--- config.mk ---
export PLATFORM = sky130hd
export DESIGN_NAME = inst_prefetch_buffer
export DESIGN_NICKNAME = d
export VERILOG_FILES = /design/src/rtl/inst_prefetch_buffer_pkg.sv /design/src/rtl/inst_prefetch_buffer_fifo.sv /design/src/rtl/inst_prefetch_buffer.sv
export SDC_FILE = /design/constraint.sdc
export NUM_CORES = 1
export LEC_CHECK = 0
export ABC_AREA = 1
export CORE_MARGIN = 3
export CORE_UTILIZATION = 30
export CTS_CLUSTER_DIAMETER = 40
export DETAILED_ROUTE_END_ITERATION = 12
export SLEW_MARGIN = 30
export SYNTH_ARGS = -nofsm -noshare
export SYNTH_HDL_FRONTEND = slang
export SYNTH_HIERARCHICAL = 1
export SYNTH_SLANG_ARGS = --single-unit
--- constraint.sdc ---
create_clock -name clk -period 5.4 [get_ports clk]
set_clock_uncertainty 0.15 [all_clocks]
set_input_delay 0.81 -clock clk [delete_from_list [all_inputs] [get_ports clk]]
set_output_delay 0.81 -clock clk [all_outputs]
set_load 0.005 [all_outputs]
--- src/rtl/inst_prefetch_buffer_pkg.sv ---
// Shared RISC-V fetch constants and the {pc, inst} entry layout used by the
// prefetch buffer and its queue.
package inst_prefetch_buffer_pkg;

   localparam int          INST_W           = 32;
   localparam int          ENTRY_W          = 2 * INST_W;
   localparam logic [31:0] NOP_INST         = 32'h0000_0013;
   localparam logic [31:0] RESET_PC_DEFAULT = 32'h0001_0000;

   typedef struct packed {
      logic [INST_W-1:0] pc;
      logic [INST_W-1:0] inst;
   } fetch_entry_t;

   function automatic logic [INST_W-1:0] word_align(input logic [INST_W-1:0] addr);
      return {addr[INST_W-1:2], 2'b00};
   endfunction

endpackage

--- src/rtl/inst_prefetch_buffer_fifo.sv ---
// prefetch_fifo: synchronous DEPTH-entry queue of {pc, inst} pairs with
// synchronous clear; pointers carry one extra bit to tell full from empty.
module prefetch_fifo
   import inst_prefetch_buffer_pkg::*;
#(
   parameter int DEPTH = 4
) (
   input  logic                    clk,
   input  logic                    reset_x,
   input  logic                    i_clear,
   input  logic                    i_push,
   input  logic                    i_pop,
   input  logic [ENTRY_W-1:0]      i_data,
   output logic [ENTRY_W-1:0]      o_data,
   output logic [$clog2(DEPTH):0]  o_count,
   output logic                    o_empty,
   output logic                    o_full
);

   localparam int            AW        = $clog2(DEPTH);
   localparam logic [AW:0]   DEPTH_CNT = (AW + 1)'(DEPTH);

   logic [AW:0]        wr_ptr_q, wr_ptr_d;
   logic [AW:0]        rd_ptr_q, rd_ptr_d;
   logic [ENTRY_W-1:0] mem_q [DEPTH];
   logic               do_push;
   logic               do_pop;

   assign o_count = wr_ptr_q - rd_ptr_q;
   assign o_empty = (wr_ptr_q == rd_ptr_q);
   assign o_full  = (o_count == DEPTH_CNT);
   assign o_data  = mem_q[rd_ptr_q[AW-1:0]];
   assign do_push = i_push & ~i_clear;
   assign do_pop  = i_pop & ~o_empty & ~i_clear;

   // NOTE: every always_comb output gets a default first so no path leaves it unassigned (no latch).
   always_comb begin
      wr_ptr_d = wr_ptr_q;
      rd_ptr_d = rd_ptr_q;
      if (i_clear) begin
         wr_ptr_d = '0;
         rd_ptr_d = '0;
      end else begin
         if (do_push) wr_ptr_d = wr_ptr_q + 1'b1;
         if (do_pop)  rd_ptr_d = rd_ptr_q + 1'b1;
      end
   end

   // NOTE: sequential state uses non-blocking assignments so every flop samples pre-edge values.
   always_ff @(posedge clk) begin
      if (!reset_x) begin
         wr_ptr_q <= '0;
         rd_ptr_q <= '0;
      end else begin
         wr_ptr_q <= wr_ptr_d;
         rd_ptr_q <= rd_ptr_d;
      end
   end

   // NOTE: storage is not reset; the pointers alone decide which entries are meaningful.
   always_ff @(posedge clk) begin
      if (do_push) mem_q[wr_ptr_q[AW-1:0]] <= i_data;
   end

endmodule

--- src/rtl/inst_prefetch_buffer.sv ---
// inst_prefetch_buffer: sequential imem fetcher with a {pc, inst} queue and redirect flush.
// Optional macro PREFETCH_BYPASS_EN presents a response arriving at an empty queue in the same cycle.
module inst_prefetch_buffer
   import inst_prefetch_buffer_pkg::*;
#(
   parameter int          DEPTH           = 4,
   parameter int          MAX_OUTSTANDING = 2,
   parameter logic [31:0] RESET_PC        = RESET_PC_DEFAULT
) (
   input  logic        clk,
   input  logic        reset_x,
   output logic        o_imemReq,
   output logic [31:0] o_imemAddr,
   input  logic        i_imemGnt,
   input  logic        i_imemRvalid,
   input  logic [31:0] i_imemRdata,
   input  logic        i_redirect,
   input  logic [31:0] i_redirectPC,
   input  logic        i_ready,
   output logic        o_valid,
   output logic [31:0] o_inst,
   output logic [31:0] o_pc
);

   localparam int            AW        = $clog2(DEPTH);
   localparam int            CW        = AW + 2;
   localparam logic [CW-1:0] DEPTH_C   = CW'(DEPTH);
   localparam logic [CW-1:0] MAX_OUT_C = CW'(MAX_OUTSTANDING);

   logic [31:0]   fetch_pc_q, fetch_pc_d;
   logic [31:0]   resp_pc_q, resp_pc_d;
   logic [CW-1:0] outstanding_q, outstanding_d;
   logic [CW-1:0] drop_cnt_q, drop_cnt_d;

   logic [AW:0]   fifo_count;
   logic          fifo_empty, fifo_full, fifo_push, fifo_pop;
   fetch_entry_t  fifo_wdata, fifo_rdata;
   logic [CW-1:0] slots_in_use;
   logic          gnt_fire, rsp_fire, rsp_drop, rsp_keep, bypass_hit;

   // Queue slots are reserved at request time; responses that will be dropped hold no slot.
   assign slots_in_use = CW'(fifo_count) + outstanding_q - drop_cnt_q;
   assign o_imemReq    = reset_x & ~i_redirect & (slots_in_use < DEPTH_C) & (outstanding_q < MAX_OUT_C);
   assign o_imemAddr   = fetch_pc_q;

   assign gnt_fire = o_imemReq & i_imemGnt;
   assign rsp_fire = i_imemRvalid & (outstanding_q != '0);
   assign rsp_drop = rsp_fire & (drop_cnt_q != '0);
   assign rsp_keep = rsp_fire & ~rsp_drop & ~i_redirect;

`ifdef PREFETCH_BYPASS_EN
   assign bypass_hit = rsp_keep & fifo_empty;
`else
   assign bypass_hit = 1'b0;
`endif

   assign fifo_wdata = '{pc: resp_pc_q, inst: i_imemRdata};
   assign fifo_push  = rsp_keep & ~(bypass_hit & i_ready);
   assign fifo_pop   = ~fifo_empty & i_ready & ~i_redirect;

   prefetch_fifo #(.DEPTH(DEPTH)) u_fifo (
      .clk     (clk),
      .reset_x (reset_x),
      .i_clear (i_redirect),
      .i_push  (fifo_push),
      .i_pop   (fifo_pop),
      .i_data  (fifo_wdata),
      .o_data  (fifo_rdata),
      .o_count (fifo_count),
      .o_empty (fifo_empty),
      .o_full  (fifo_full)
   );

   always_comb begin
      fetch_pc_d    = fetch_pc_q;
      resp_pc_d     = resp_pc_q;
      outstanding_d = outstanding_q + CW'(gnt_fire) - CW'(rsp_fire);
      drop_cnt_d    = drop_cnt_q;
      if (gnt_fire) fetch_pc_d = fetch_pc_q + 32'd4;
      if (rsp_drop) drop_cnt_d = drop_cnt_q - 1'b1;
      if (rsp_keep) resp_pc_d  = resp_pc_q + 32'd4;
      // Everything still in flight after this cycle belongs to the old stream.
      if (i_redirect) begin
         fetch_pc_d = word_align(i_redirectPC);
         resp_pc_d  = word_align(i_redirectPC);
         drop_cnt_d = outstanding_q - CW'(rsp_fire);
      end
   end

   always_ff @(posedge clk) begin
      if (!reset_x) begin
         fetch_pc_q    <= RESET_PC;
         resp_pc_q     <= RESET_PC;
         outstanding_q <= '0;
         drop_cnt_q    <= '0;
      end else begin
         fetch_pc_q    <= fetch_pc_d;
         resp_pc_q     <= resp_pc_d;
         outstanding_q <= outstanding_d;
         drop_cnt_q    <= drop_cnt_d;
      end
   end

   always_comb begin
      o_valid = 1'b0;
      o_inst  = NOP_INST;
      o_pc    = resp_pc_q;
      if (!fifo_empty) begin
         o_valid = 1'b1;
         o_inst  = fifo_rdata.inst;
         o_pc    = fifo_rdata.pc;
      end else if (bypass_hit) begin
         o_valid = 1'b1;
         o_inst  = i_imemRdata;
      end
   end

   always_ff @(posedge clk) begin
      if (reset_x) begin
         assert (!(i_imemRvalid && outstanding_q == '0));
         assert (!(fifo_push && fifo_full && !fifo_pop));
      end
   end

endmodule
==> results of run 1 <==
==> placed cells by master, fill, tap and decap left out, drive strengths merged, types with 8 or more instances in the layout <==
cell type and n:
a21oi 67, nand2 330, clkbuf 58, o22ai 64, nor3 15, o21ai 201, nand3 99, clkinv 14
xor2 10, conb 10, a31oi 8, dfxtp 76, edfxtp 256, nand4 16, nor2 274, inv 154
ha 23, xnor2 9, buf 18, clkdlybuf4s50 162
==> per-layer routing <==
metal,up-vias,global-route usage,share of wire
met5,-,0,0
met4,0,0.0510,0.025
met3,67,0.0384,0.071
met2,392,0.245,0.45
met1,5898,0.205,0.45
li1,6090,-,-
==> sequential cells by signal (all words and copies together) (netlist names), named ones only <==
signal           count
resp_pc_q           30
u_fifo/mem_q       256
u_fifo/wr_ptr_q      3
drop_cnt_q           4
u_fifo/rd_ptr_q      3
o_imemAddr          30
outstanding_q        4
==> worst max-delay path, cell delays in order (launching register included) <==
cell and delay (ns):
dfxtp_1 0.34, inv_1 0.11, ha_1 0.16, inv_1 0.05
fa_1 0.35, inv_1 0.07, xor2_1 0.13, inv_1 0.07
fa_1 0.47, inv_1 0.04, ha_1 0.33, nand2_1 0.08
nand2_1 0.04, nor2_1 0.13, inv_1 0.05, nand2_1 0.09
nand2_1 0.06, nor2_1 0.15, clkdlybuf4s50_1 0.54
==> worst paths after layout <==
| check | depth (start not counted) | from | to |
|---|---|---|---|
| max reg2reg | 22 | u_fifo/wr_ptr_q[0] | outstanding_q[2] |
| min | 3 | u_fifo/wr_ptr_q[2] | u_fifo/wr_ptr_q[2] |
| min reg2reg | 3 | u_fifo/wr_ptr_q[2] | u_fifo/wr_ptr_q[2] |
| max | 18 | u_fifo/wr_ptr_q[0] | o_imemReq |
==> power by group through the flow <==
stage / combinational (uW) / sequential, uW / clock (uW)
after global routing: 1010 / 2980 / 3400
after global placement: 879 / 3010 / 0
after detailed placement: 892 / 3010 / 0
after floorplan: 532 / 2980 / 0
final: 890 / 2960 / 3220
after CTS: 897 / 2960 / 3280
==> per-stage QoR <==
stage,hold slack (ns),utilization
detailed placement,0.366,0.348
global placement,0.354,0.348
global route,0.407,0.381
CTS,0.382,0.381
floorplan,0.305,-
finish,0.380,0.381
==> cell type report <==
| cell class | instances | area share |
|---|---|---|
| Multi-Input combinational cell | 1141 | 0.281 |
| Timing Repair Buffer | 180 | 0.0919 |
| Tap cell | 680 | 0.0434 |
| Sequential cell | 332 | 0.469 |
| Clock inverter | 33 | 0.0208 |
| Inverter | 147 | 0.0284 |
| Clock buffer | 58 | 0.0652 |
==> impl_metrics.toml, run 1 <==
[floorplan]
num_rows = 83
start_util = 0.304
die_w_um = 235
dieHeight_um = 235
io_pins = 168
dieArea_um2 = 55000
core_area_um2 = 51500

[clock_tree]
post-cts-setup-buffer-count = 0
worst_skew_pair.late_latency_ns = 0.60
cts_tree = "yes"
cts_root_buffer = "clkbuf_16"
numClockSinks = 332
clockBufferDepth = 3
hold_buffers = 0
htree_num_levels = 2
post_cts_resized = 0
path_clk_slew_ns = 0.06
cts_buffers = 49

[critical_path]
crit_arrival_ns = 3.87
r2r_slack_ns = 1.36
start_kind = "register"
end_kind = "output port"
criticalPathCategory = "register to output port"
path_max_fanout = 4
crit_required_ns = 4.44

[global_route]
track_usage = 0.154
grt_first_pass_wirelength_um = 68000
grt_overflow = 0
grt_max_degree = 92
antenna_found_initial = 0
grt_pass1_vias = 12100

[place]
place_area_um2 = 17900
finalWeightedCongestion = 0.853
post-dp-hpwl_um = 27500
pre_cts_ws_ns = 1.16
place_inst = 2480
io_buffers = 163

[power]
swShare = 0.260
p_total_uw = 7070
pwr-share-seq = 0.419
pwr-share-comb = 0.126
pwr_density_cell_nw_per_um2 = 360
switchingPower_uw = 1840
clock_power_share = 0.455
p_int_uw = 5230
p_leak_uw = 0.00697
vdd_drop_max_v = 0.000230

[detailed_routing]
vias_per_cell = 4.84
drt_first_pass_iters = 7
wl_per_cell_um = 16.9
drtIter0Drc = 777
routed_wl_um = 43400
drc = 0
dr_total_vias = 12400
antenna_left = 0

[final_layout]
register_area_um2 = 9210
drive_gt1_frac = 0.0735
multiInputGateArea_um2 = 5510
fill_cells = 5122
layout.cells.non_filler = 2571
diodes = 0
final_nets = 1948
fin_area_um2 = 19600
area_growth_pct = 25.2

[timing]
finalSetupTns_ns = 0
drv_slew = 0
max_freq_ghz = 0.207
relSlewSlack = 0.425
fin_crit_ns = 4.83
rsz0062_at_grt = "false"
finalSetupViolations = 0
finalHoldViolations = 0
layout_setup_ws_ns = 0.570
period_share = 0.894
worstMarginPinSlew_ns = 0.863

[synth]
synth-warning-count = 6
syn_area_um2 = 15700
synth_cells = 1694
synth.avg_cell_area_um2 = 9.25

[min_path]
min_path_type = "register to register"

[outcome]
status = "finished, final reports clean"

[job]
cap_violations = 0
Note: power is estimated with default switching activity, not from simulation.
==> run 2, diff against run 1 <==
- CORE_UTILIZATION: 30 -> 52
- PLACE_DENSITY: default -> 0.74
==> run 2 against run 1 <==
Net effect: register-to-register slack lost 0.03 ns; clock power decreased by 9.6%; cell count fell by 12%; final area shrank 2.8%; largest power group is now sequential cells.
==> impl_metrics.toml, run 2 (synthesis results as in run 1) <==
[critical_path]
crit_required_ns = 4.44
end_kind = "output port"
crit_arrival_ns = 3.91
regToRegStartpoint = "u_fifo/wr_ptr_q[0]"
criticalPathCategory = "register to output port"
path_max_fanout = 26
r2r.worst_path.cells = 22
r2r_slack_ns = 1.33
r2r_end = "outstanding_q[2]"
start_kind = "register"

[detailed_routing]
antenna_left = 0
drc = 0
routed_wl_um = 39600
vias_per_cell = 5.56
drt_first_pass_iters = 8
wl_per_cell_um = 17.4
dr_total_vias = 12600
drtIter0Drc = 959

[timing]
rsz0062_at_grt = "false"
relSlewSlack = 0.414
finalSetupTns_ns = 0
fin_crit_ns = 4.87
drv_slew = 0
finalSetupViolations = 0
finalHoldViolations = 0
worstMarginPinSlew_ns = 0.879
period_share = 0.902
max_freq_ghz = 0.205
layout_setup_ws_ns = 0.530

[floorplan]
start_util = 0.537
io_pins = 168
dieArea_um2 = 32300
dieHeight_um = 180
num_rows = 62
die_w_um = 180
core_area_um2 = 29200

[final_layout]
area_growth_pct = 21.7
mostFrequentLayoutCell = "nand2_1"
largest_reg_flops = 256
layout.cells.non_filler = 2268
final_cell_mix = "nand2_1 (328), nor2_1 (258), edfxtp_1 (256)"
diodes = 0
final_nets = 1948
drive_gt1_frac = 0.0722

[min_path]
hp-start = "u_fifo/wr_ptr_q[2]"
hold_end = "u_fifo/wr_ptr_q[2]"
holdPathStages = 3
min_path_type = "register to register"

[outcome]
status = "finished, final reports clean"

[global_route]
track_usage = 0.239
grt_pass1_vias = 12100
grt_max_degree = 93
antenna_found_initial = 0
grt_first_pass_wirelength_um = 63300
grt_overflow = 0

[power]
pwr_density_cell_nw_per_um2 = 354
swShare = 0.252
p_int_uw = 5050
switchingPower_uw = 1700
pwr-share-seq = 0.438
clock_power_share = 0.431
p_leak_uw = 0.00690
vdd_drop_max_v = 0.000281
p_total_uw = 6750
pwr-share-comb = 0.130

[place]
finalWeightedCongestion = 0.922
place_inst = 2190
io_buffers = 163
post-dp-hpwl_um = 25400
pre_cts_ws_ns = 1.15

[clock_tree]
path_clk_slew_ns = 0.06
post_cts_resized = 0
cts_buffers = 43
htree_num_levels = 2
worst_skew_pair.late_latency_ns = 0.52
cts_tree = "yes"
clockBufferDepth = 3
hold_buffers = 0
cts_root_buffer = "clkbuf_16"
numClockSinks = 332
post-cts-setup-buffer-count = 0

[job]
cap_violations = 0
[run 2: cell types whose count changed in the layout (fill, tap and decap cells not counted), sizes merged]
cell	delta
clkbuf	-9
buf	+6
inv	-2
clkinv	-1
clkinvlp	-1
[run 2: worst max-delay path, cell delays in order (launching register included)]
cell,delay (ns)
dfxtp_1,0.39
inv_1,0.10
ha_1,0.30
nand2_1,0.06
inv_1,0.05
nand3_1,0.20
inv_1,0.18
clkinv_1,0.69
buf_4,0.47
o21ai_0,0.34
clkdlybuf4s50_1,0.59
[run 2: cell type report]
type | count | area [um2]
Inverter | 147 | 557
Fill cell | 2319 | 10100
Tap cell | 384 | 480
Timing Repair Buffer | 186 | 1830
Clock inverter | 29 | 348
Multi-Input combinational cell | 1141 | 5510
Sequential cell | 332 | 9210
Clock buffer | 49 | 1140
[run 2: power by group through the flow]
stage / clock network [uW] / registers [uW] / logic (uW)
after floorplan: 0 / 2980 / 532
after global placement: 0 / 3000 / 855
after detailed placement: 0 / 3010 / 873
after CTS: 2960 / 2960 / 882
after global routing: 3060 / 2970 / 987
final: 2910 / 2960 / 880
[run 2: layer usage]
metal	vias to the layer above	routed length [um]	part of all wire	global-route usage
li1	6096	-	-	-
met1	5922	17200	0.43	0.329
met2	508	18400	0.47	0.394
met3	77	2870	0.073	0.0382
met4	0	1100	0.028	0.0709
met5	-	0	0	0
[run 2: worst max-delay path by stage]
stage	start	end	slack (ns)
3_3_place_gp	u_fifo/wr_ptr_q[0]	o_imemReq	1.19
4_1_cts	u_fifo/wr_ptr_q[0]	o_imemReq	0.58
2_1_floorplan	i_imemRvalid	u_fifo/mem_q[3][0]	0.47
6_report	u_fifo/wr_ptr_q[0]	o_pc[8]	0.53
3_5_place_dp	u_fifo/wr_ptr_q[0]	o_imemReq	1.15
5_1_grt	u_fifo/wr_ptr_q[0]	o_pc[9]	0.25
[run 2: through the flow]
step                       util  cell area [um2]  hold WS [ns]
after floorplan               -            15700         0.305
after global placement    0.603            17600         0.359
after detailed placement  0.603            17600         0.368
after CTS                 0.654            19100         0.384
after global routing      0.654            19100         0.410
final                     0.654            19100         0.390
